`src/rtl/isa_pkg.sv`:
```
// Shared definitions for the sequential ISA datapath.
//   - ALU opcode encodings and an opcode validity helper
//   - FSM state encoding
//   - instruction field offsets, derived from IMM_W and AW
// Instruction layout, MSB to LSB: A[IMM_W] B[IMM_W] mode[1] op[3] addr[AW] we[1]
package isa_pkg;

  localparam logic [2:0] OP_AND = 3'b000;
  localparam logic [2:0] OP_OR  = 3'b001;
  localparam logic [2:0] OP_ADD = 3'b010;
  localparam logic [2:0] OP_SUB = 3'b110;
  localparam logic [2:0] OP_GT  = 3'b111;

  typedef enum logic [1:0] {
    S_IDLE     = 2'b00,
    S_LEER     = 2'b01,
    S_OPERAR   = 2'b10,
    S_ENTREGAR = 2'b11
  } state_t;

  // Field offsets (LSB position of each field).
  localparam int OFF_WE   = 0;
  localparam int OFF_ADDR = 1;

  function automatic int off_op(input int aw);
    return aw + 1;
  endfunction

  function automatic int off_mode(input int aw);
    return aw + 4;
  endfunction

  function automatic int off_b(input int aw);
    return aw + 5;
  endfunction

  function automatic int off_a(input int imm_w, input int aw);
    return aw + 5 + imm_w;
  endfunction

  function automatic int inst_width(input int imm_w, input int aw);
    return 2 * imm_w + aw + 5;
  endfunction

  // True for the five implemented opcodes.
  function automatic logic op_is_valid(input logic [2:0] op);
    logic ok;
    case (op)
      OP_AND, OP_OR, OP_ADD, OP_SUB, OP_GT: ok = 1'b1;
      default:                              ok = 1'b0;
    endcase
    return ok;
  endfunction

endpackage

```
`src/rtl/alu_param.sv`:
```
// Combinational ALU, DW bits wide. Operands are unsigned; unimplemented
// opcodes produce a zero result and raise the invalid-opcode flag.
module alu_param
  import isa_pkg::*;
#(
  parameter int DW = 32
) (
  input  logic [DW-1:0] a,
  input  logic [DW-1:0] b,
  input  logic [2:0]    op,
  output logic [DW-1:0] result,
  output logic          acarreo,
  output logic          op_invalida
);

  logic [DW:0] sum_s;

  assign sum_s = {1'b0, a} + {1'b0, b};

  // Opcode decode and result/flag selection.
  always_comb begin
    result      = {DW{1'b0}};
    acarreo     = 1'b0;
    op_invalida = 1'b0;
    case (op)
      OP_AND: result = a & b;
      OP_OR:  result = a | b;
      OP_ADD: begin
        result  = sum_s[DW-1:0];
        acarreo = sum_s[DW];
      end
      OP_SUB: begin
        result  = a - b;
        acarreo = (a < b);
      end
      OP_GT: begin
        if (a > b) begin
          result = {{(DW-1){1'b0}}, 1'b1};
        end else begin
          result = {DW{1'b0}};
        end
      end
      default: op_invalida = 1'b1;
    endcase
  end

endmodule

```
`src/rtl/isa_secuencial.sv`:
```
// Multi-cycle ISA datapath: accepts one instruction per inst_valid/inst_ready
// handshake, optionally reads a data RAM, runs the ALU, optionally writes the
// result back, and presents result + flags on a salida_valid/salida_ready channel.
module isa_secuencial
  import isa_pkg::*;
#(
  parameter  int IMM_W  = 5,
  parameter  int DW     = 32,
  parameter  int AW     = 5,
  localparam int INST_W = 2 * IMM_W + AW + 5
) (
  input  logic              clk,
  input  logic              rst,
  input  logic              inst_valid,
  output logic              inst_ready,
  input  logic [INST_W-1:0] instruccion,
  output logic [DW-1:0]     salida,
  output logic              salida_valid,
  input  logic              salida_ready,
  output logic              acarreo,
  output logic              cero,
  output logic              op_invalida
);

  localparam int DEPTH    = 2 ** AW;
  localparam int OFF_OP   = off_op(AW);
  localparam int OFF_MODE = off_mode(AW);
  localparam int OFF_B    = off_b(AW);
  localparam int OFF_A    = off_a(IMM_W, AW);

  state_t            state_q, state_d;
  logic [INST_W-1:0] inst_q, inst_d;
  logic [DW-1:0]     rd_data_q, rd_data_d;
  logic [DW-1:0]     salida_q, salida_d;
  logic              salida_valid_q, salida_valid_d;
  logic              acarreo_q, acarreo_d;
  logic              cero_q, cero_d;
  logic              op_inv_q, op_inv_d;
  logic [DW-1:0]     ram_q [DEPTH];

  // Decoded fields of the latched instruction.
  logic [IMM_W-1:0]  a_imm_s, b_imm_s;
  logic              mode_s, we_s;
  logic [2:0]        op_s;
  logic [AW-1:0]     addr_s;
  // Fields of the incoming instruction needed for the IDLE branch.
  logic              in_mode_s, in_we_s;

  logic [DW-1:0]     ram_rd_s;
  logic              ram_we_s;
  logic [DW-1:0]     alu_a_s, alu_b_s, alu_res_s;
  logic              alu_c_s, alu_inv_s;

  assign a_imm_s   = inst_q[OFF_A +: IMM_W];
  assign b_imm_s   = inst_q[OFF_B +: IMM_W];
  assign mode_s    = inst_q[OFF_MODE];
  assign op_s      = inst_q[OFF_OP +: 3];
  assign addr_s    = inst_q[OFF_ADDR +: AW];
  assign we_s      = inst_q[OFF_WE];
  assign in_mode_s = instruccion[OFF_MODE];
  assign in_we_s   = instruccion[OFF_WE];

  // RAM word at the latched address; only consumed through registers at the
  // LEER edge, so the read behaves as a synchronous read.
  assign ram_rd_s = ram_q[addr_s];

  // Operand A comes from RAM (read in LEER) in mode 1, else the immediate.
  assign alu_a_s = mode_s ? rd_data_q : {{(DW-IMM_W){1'b0}}, a_imm_s};
  assign alu_b_s = {{(DW-IMM_W){1'b0}}, b_imm_s};

  alu_param #(.DW(DW)) u_alu (
    .a           (alu_a_s),
    .b           (alu_b_s),
    .op          (op_s),
    .result      (alu_res_s),
    .acarreo     (alu_c_s),
    .op_invalida (alu_inv_s)
  );

  // Next-state, datapath register and RAM-write decode.
  always_comb begin
    state_d   = state_q;
    inst_d    = inst_q;
    rd_data_d = rd_data_q;
    salida_d  = salida_q;
    acarreo_d = acarreo_q;
    cero_d    = cero_q;
    op_inv_d  = op_inv_q;
    ram_we_s  = 1'b0;
    case (state_q)
      S_IDLE: begin
        if (inst_valid) begin
          inst_d = instruccion;
          // mode only matters for writes; every read-only goes through LEER.
          if (!in_we_s || in_mode_s) begin
            state_d = S_LEER;
          end else begin
            state_d = S_OPERAR;
          end
        end else begin
          state_d = S_IDLE;
        end
      end
      S_LEER: begin
        rd_data_d = ram_rd_s;
        if (!we_s) begin
          salida_d  = ram_rd_s;
          acarreo_d = 1'b0;
          op_inv_d  = 1'b0;
          cero_d    = (ram_rd_s == {DW{1'b0}});
          state_d   = S_ENTREGAR;
        end else begin
          state_d = S_OPERAR;
        end
      end
      S_OPERAR: begin
        salida_d  = alu_res_s;
        acarreo_d = alu_c_s;
        op_inv_d  = alu_inv_s;
        cero_d    = (alu_res_s == {DW{1'b0}});
        ram_we_s  = we_s && !alu_inv_s;
        state_d   = S_ENTREGAR;
      end
      S_ENTREGAR: begin
        if (salida_ready) begin
          state_d = S_IDLE;
        end else begin
          state_d = S_ENTREGAR;
        end
      end
      default: state_d = S_IDLE;
    endcase
    salida_valid_d = (state_d == S_ENTREGAR);
  end

  // FSM and output registers.
  always_ff @(posedge clk) begin
    if (rst) begin
      state_q        <= S_IDLE;
      inst_q         <= {INST_W{1'b0}};
      rd_data_q      <= {DW{1'b0}};
      salida_q       <= {DW{1'b0}};
      salida_valid_q <= 1'b0;
      acarreo_q      <= 1'b0;
      cero_q         <= 1'b0;
      op_inv_q       <= 1'b0;
    end else begin
      state_q        <= state_d;
      inst_q         <= inst_d;
      rd_data_q      <= rd_data_d;
      salida_q       <= salida_d;
      salida_valid_q <= salida_valid_d;
      acarreo_q      <= acarreo_d;
      cero_q         <= cero_d;
      op_inv_q       <= op_inv_d;
    end
  end

  // Data RAM: cleared by reset, which also blocks any write at that edge.
  always_ff @(posedge clk) begin
    if (rst) begin
      for (int i = 0; i < DEPTH; i++) begin
        ram_q[i] <= {DW{1'b0}};
      end
    end else if (ram_we_s) begin
      ram_q[addr_s] <= alu_res_s;
    end else begin
      ram_q[addr_s] <= ram_q[addr_s];
    end
  end

  // inst_ready is forced low while rst is held so no instruction is taken
  // during reset; it rises in the first cycle after reset.
  assign inst_ready   = (state_q == S_IDLE) && !rst;
  assign salida       = salida_q;
  assign salida_valid = salida_valid_q;
  assign acarreo      = acarreo_q;
  assign cero         = cero_q;
  assign op_invalida  = op_inv_q;

endmodule

```
`config.mk`:
```
export PLATFORM = sky130hd
export DESIGN_NAME = isa_secuencial
export DESIGN_NICKNAME = d
export VERILOG_FILES = /design/src/rtl/isa_pkg.sv /design/src/rtl/alu_param.sv /design/src/rtl/isa_secuencial.sv
export SDC_FILE = /design/constraint.sdc
export NUM_CORES = 2
export LEC_CHECK = 0
export ABC_AREA = 1
export BUFFER_PORTS_ARGS = -buffer_cell sky130_fd_sc_hd__buf_2
export CAP_MARGIN = 20
export CORE_MARGIN = 2
export CORE_UTILIZATION = 56
export CTS_CLUSTER_DIAMETER = 50
export CTS_CLUSTER_SIZE = 10
export DETAILED_ROUTE_END_ITERATION = 10
export HOLD_SLACK_MARGIN = 0.06
export PLACE_DENSITY = 0.75
export REMOVE_ABC_BUFFERS = 1
export SLEW_MARGIN = 5
export SYNTH_ARGS = -nofsm -noshare
export SYNTH_HDL_FRONTEND = slang
export SYNTH_SLANG_ARGS = --single-unit
```
`constraint.sdc`:
```
create_clock -name clk -period 3.6 [get_ports clk]
set_clock_uncertainty 0.2 [all_clocks]
set_input_delay 0.72 -clock clk [delete_from_list [all_inputs] [get_ports clk]]
set_output_delay 0.72 -clock clk [all_outputs]
set_load 0.02 [all_outputs]
```
* Word level (Yosys, flattened, before mapping)
Memory sizes are Yosys's and may differ from the RTL's. A register that Yosys moved wholly into a read port is not among the register bits. Index checks and enable logic that the tools add are counted.
Storage, ports and cells: register bits after elaboration 90, memory bits (writable) 1024, output and inout port bits 37, memories 1
Cells by class: add/sub/neg operators 2, $lt $le $gt $ge 2, eq/ne operators 9, muxes and demuxes 32, bitwise logic cells 3, reductions and logical operators 14
Memory list:
- ram_q | depth 32, width 32, read ports 1, clocked after Yosys merged registers in 1, wr ports 32, RTL line isa_secuencial.sv:39 | logic [DW-1:0] ram_q [DEPTH];
Operator list (number):
- 32-bit one-hot mux with 5 select lines | 1
- 32-bit two-way mux | 4
- 32-bit logical NOT | 2
- 32-bit one-hot mux with 2 select lines | 1
- 32-bit by 5-bit adder with 33-bit output | 1
- 32-bit by 5-bit AND with 32-bit output | 1
- 32-bit by 5-bit > comparator with 1-bit output | 1
- 32-bit by 5-bit < comparator with 1-bit output | 1
- 32-bit by 5-bit bitwise OR with 32-bit output | 1
- 32-bit OR reduction | 1
- 32-bit by 5-bit subtractor with 32-bit output | 1
- 1-bit two-way mux | 15
- 5-bit two-way mux | 3
- 1-bit one-hot mux with 2 select lines | 4
- 2-bit one-hot mux with 4 select lines | 1
- 2-bit equality test (second input constant) | 3
- 3-bit equality test (second input constant) | 2
- 2-bit two-way mux | 3
- 5-bit OR reduction | 1
- 2-bit AND reduction | 2
- 3-bit by 1-bit equality test with 1-bit output (second input constant) | 1
- 3-bit by 2-bit equality test with 1-bit output (second input constant) | 1
- 3-bit logical NOT | 1
- 2-bit by 1-bit equality test with 1-bit output (second input constant) | 1
- other kinds (7) | 9

* Logic depth before layout (Yosys ltp)
word-level depth 10, mapped depth 24, depth with buffers taken out 22

* Modules after synthesis
From an unflattened synthesis, not the netlist that was laid out.
Unflattened totals: cell total of the unflattened synthesis 6625, area, all modules 57543.9 um^2
Modules (own cells, without submodules):
- isa_secuencial | times used 1, cells each 5342, area each 50816.2 um^2, seq. area each 32651.3 um^2
- alu_param | times used 1, cells each 1283, area each 6727.7 um^2, seq. area each 0.0 um^2

* Least setup slack after synthesis
Ideal clock, no wire load.
kind reg-to-reg, start point register inst_q[9], end point memory ram_q[0][18] (data pin), library setup time 0.266 ns, arrival 2.993 ns, required time 3.134 ns, setup slack 0.141 ns, cell stages (with the launch flop) 22, path buffers 4, cell sequence dfxtp_1 -> buf_6 -> buf_6 -> clkbuf_1 -> nand2_1 -> o21ai_0 -> inv_1 -> ha_1 -> fa_1 -> nand3_1 -> nand2_1 -> nand2_1 -> nand2_1 -> nand2_1 -> inv_1 -> nand2_1 -> nand2_1 -> nand3_1 -> nand3_1 -> o21ai_2 -> buf_2 -> nor2_1
RTL lines:
- start, declared | RTL line isa_secuencial.sv:32 | logic [INST_W-1:0] inst_q, inst_d;
- start signal, assigned | RTL line isa_secuencial.sv:140 | inst_q <= {INST_W{1'b0}};
- start signal, assigned | RTL line isa_secuencial.sv:149 | inst_q <= inst_d;
- end, declared | RTL line isa_secuencial.sv:39

==> flow_summary_export.csv <==
group,metric,value,unit
run_status,status,"completed",
clock_tree,cts.clk_slew.worst_paths,0.05,ns
global_route,grt_remaining_overflow,0,
job,cap_viol_max_count,0,
placed_design,dpl_worst_slack,0.0991,ns
synthesis,ys_seq_elements,1119,
critical_path,critPathCaptureType,"flip-flop",
final_layout,areaGrowthSynthToFinish,14.5,%
power_and_ir_drop,p_leak,23.9,nW
clock_tree,cts_buffers,136,
synthesis,ys.flop_type,"edfxtp_1",
global_route,grt_max_degree,95,
routing,ant_nets,0,
final_layout,antenna_cells,0,
critical_path,cp.required,3.88,ns
routing,drcViolationCount,0,
synthesis,yosysSeqAreaShare,0.617,
synthesis,yosysMostFrequentCell,"nand2_1",
sta,relSlewSlack,0.392,
synthesis,ys_async_sr_fraction,0,
critical_path,crit_slowest_cell,"o21ai_4",
final_layout,drive_gt1_frac,0.102,
global_route,antenna_found_initial,0,
routing,drt_first_pass_iters,8,
synthesis,ys_top_cells_by_count,"nand2_1, nor2_1, edfxtp_1, nand3_1, buf_2",
routing,drt-initial-drc-count,7338,
clock_tree,clock_latency,0.77,ns
sta,finalHoldViolCount,0,
placed_design,io_buffers,60,
power_and_ir_drop,power.total,35.2,mW
final_layout,fill_cells,7332,
routing,vias,44667,
floorplanning,die_h,311,um
placed_design,gp_congestion,1.03,
synthesis,synth_top_area_frac,0.581,
global_route,grt_pass1_vias,42168,
synthesis,synth_edf_count,1024,
routing,via_per_inst,6.14,
clock_tree,cts_sinks,1119,
sta,max_freq,0.287,GHz
clock_tree,ctsHtreeMaxLevel,4,
critical_path,crit_chain,"inv_8 > buf_12 > nand3_1 > nand3_1 > nand2_1 > nand2_1 > nand3_1 > nand2_1 > inv_1 > o21ai_4 > clkbuf_16 > nor2_1",
routing,wl_per_cell,23.8,um
clock_tree,cts_tree,"done",
power_and_ir_drop,peakVddDrop,546,uV
synthesis,yosysTopAreaCell,"edfxtp_1",
floorplanning,io_pins,61,
floorplanning,coreArea,93500,um^2
clock_tree,clock-root-buffer,"clkbuf_16",
critical_path,startpoint_type,"flip-flop",
floorplanning,die_area,97000,um^2
sta,layout_min_cycle_time,3.49,ns
routing,drt_wl_total,173000,um
sta,finalCritPeriodShare,0.969,
sta,setup_violations,0,
synthesis,ys_types,35,
power_and_ir_drop,p_per_area,581,nW/um^2
synthesis,synth_cells,5916,
synthesis,ys.warnings.count,0,
critical_path,crit_fanout,49,
critical_path,cpPeakStageDelay,0.47,ns
floorplanning,rows,112,
synthesis,synth_area,52900,um^2
final_layout,fin_util,0.649,
placed_design,hpwl,107000,um
final_layout,seqCellArea,32700,um^2
global_route,grt_use_total,0.350,
sta,setup_slack,0.112,ns
worst_hold_path,hp-class,"primary input to flip-flop",
sta,drv_slew,0,
critical_path,critPathArrivalTime,3.77,ns
synthesis,yosys-top-cells-area,"edfxtp_1, nand2_1, nand3_1",
global_route,grt_pass1_wl,257000,um
synthesis,avgSynthCellArea,8.95,um^2
sta,setup_tns,0,ns
final_layout,num-nets-final,6011,
critical_path,critPathKind,"flip-flop to flip-flop",
sta,tightest_slew,0.905,ns
floorplanning,initial_core_util,0.566,
clock_tree,clockBufferDepth,3,
floorplanning,fp.dieW,311,um
final_layout,multi_input_area,18200,um^2
[kinds of logic (layout without fill, tap and decap cells)]
family / count (synthesis) / after routing / share of synthesized area
compound gates: 248 / 248 / 0.0270
buf+inv: 588 / 698 / 0.0475
flops: 1119 / 1119 / 0.617
simple gates: 3944 / 3944 / 0.304
fa+ha+maj: 17 / 17 / 0.00430
[metrics by stage]
stage          area [um^2]  hold slack, ns  instances
2_1_floorplan        50900           0.250       5454
6_report             60600           0.132       7280
4_1_cts              60400          0.0668       7271
5_1_grt              60600           0.134       7280
3_3_place_gp         56200           0.265       7060
3_5_place_dp         56200           0.261       7061
[power by group]
| group | switching [mW] | internal (mW) | leakage [nW] |
|---|---|---|---|
| sequential | 0.314 | 14.9 | 11.4 |
| clock | 5.37 | 7.10 | 1.91 |
| combinational | 5.42 | 2.15 | 10.6 |
| total | 11.1 | 24.1 | 23.9 |
[worst max-delay path: cells and delay by family, from the launching register on]
kind,cells,cell delay [ns]
and+or+nand+nor,7,0.95
buffers and inverters,4,1.08
AOI/OAI and AO/OA,1,0.47
DFF,1,0.46
[layout make-up]
type / instances / area share
Clock inverter: 31 / 0.00741
Timing Repair Buffer: 378 / 0.0621
Tap cell: 1254 / 0.0259
Clock buffer: 163 / 0.0580
Sequential cell: 1119 / 0.539
Inverter: 126 / 0.00823
Multi-Input combinational cell: 4209 / 0.300
[sequential cells by signal, summed over array words and instances, names as in the netlist, named ones only]
| name | cells |
|---|---|
| ram_q | 1024 |
| rd_data_q | 32 |
| salida | 32 |
| inst_q | 20 |
| state_q | 2 |
| acarreo | 1 |
| cero | 1 |
| op_invalida | 1 |
| salida_valid | 1 |
[cell usage in the layout (no fill, tap or decap), types with 13 or more instances in the layout]
| master | count |
|---|---|
| nor2_1 | 1205 |
| inv_2 | 13 |
| o21ai_4 | 30 |
| nand4_1 | 13 |
| clkbuf_16 | 139 |
| clkbuf_1 | 26 |
| edfxtp_1 | 1024 |
| dlygate4sd3_1 | 16 |
| nand2_1 | 1737 |
| nor3_1 | 15 |
| a31oi_1 | 26 |
| dfxtp_1 | 90 |
| a21oi_1 | 66 |
| inv_1 | 105 |
| o21ai_0 | 96 |
| buf_2 | 60 |
| nand3_1 | 937 |
| buf_4 | 221 |
| buf_12 | 75 |
[path summary, 6_finish.rpt]
kind | depth (start not counted) | to | slack, ns | startpoint
worst min-delay path | 4 | salida_valid$_SDFF_PP0_ | 0.13 | salida_ready
worst max-delay path | 12 | ram_q[27][31]$_SDFFCE_PN0P_ | 0.11 | flip-flop
worst min register to register | 2 | acarreo$_SDFFE_PP0P_ | 0.27 | acarreo$_SDFFE_PP0P_
worst max register to register | 12 | ram_q[27][31]$_SDFFCE_PN0P_ | 0.11 | flip-flop
[metal layers]
layer  track usage  part of all wire
met5             0                 0
met4         0.183             0.056
met3        0.0693              0.13
met2         0.536              0.45
met1         0.476              0.36
[timing repair]
item                                   4_1_cts  5_1_grt
setup endpoints to repair                    0      563
hold buffers                                16        0
gates resized for setup                      0       31
endpoints found under the hold margin       14        0
setup buffers                                0        4
No activity file was read; power rests on OpenSTA's default activity.
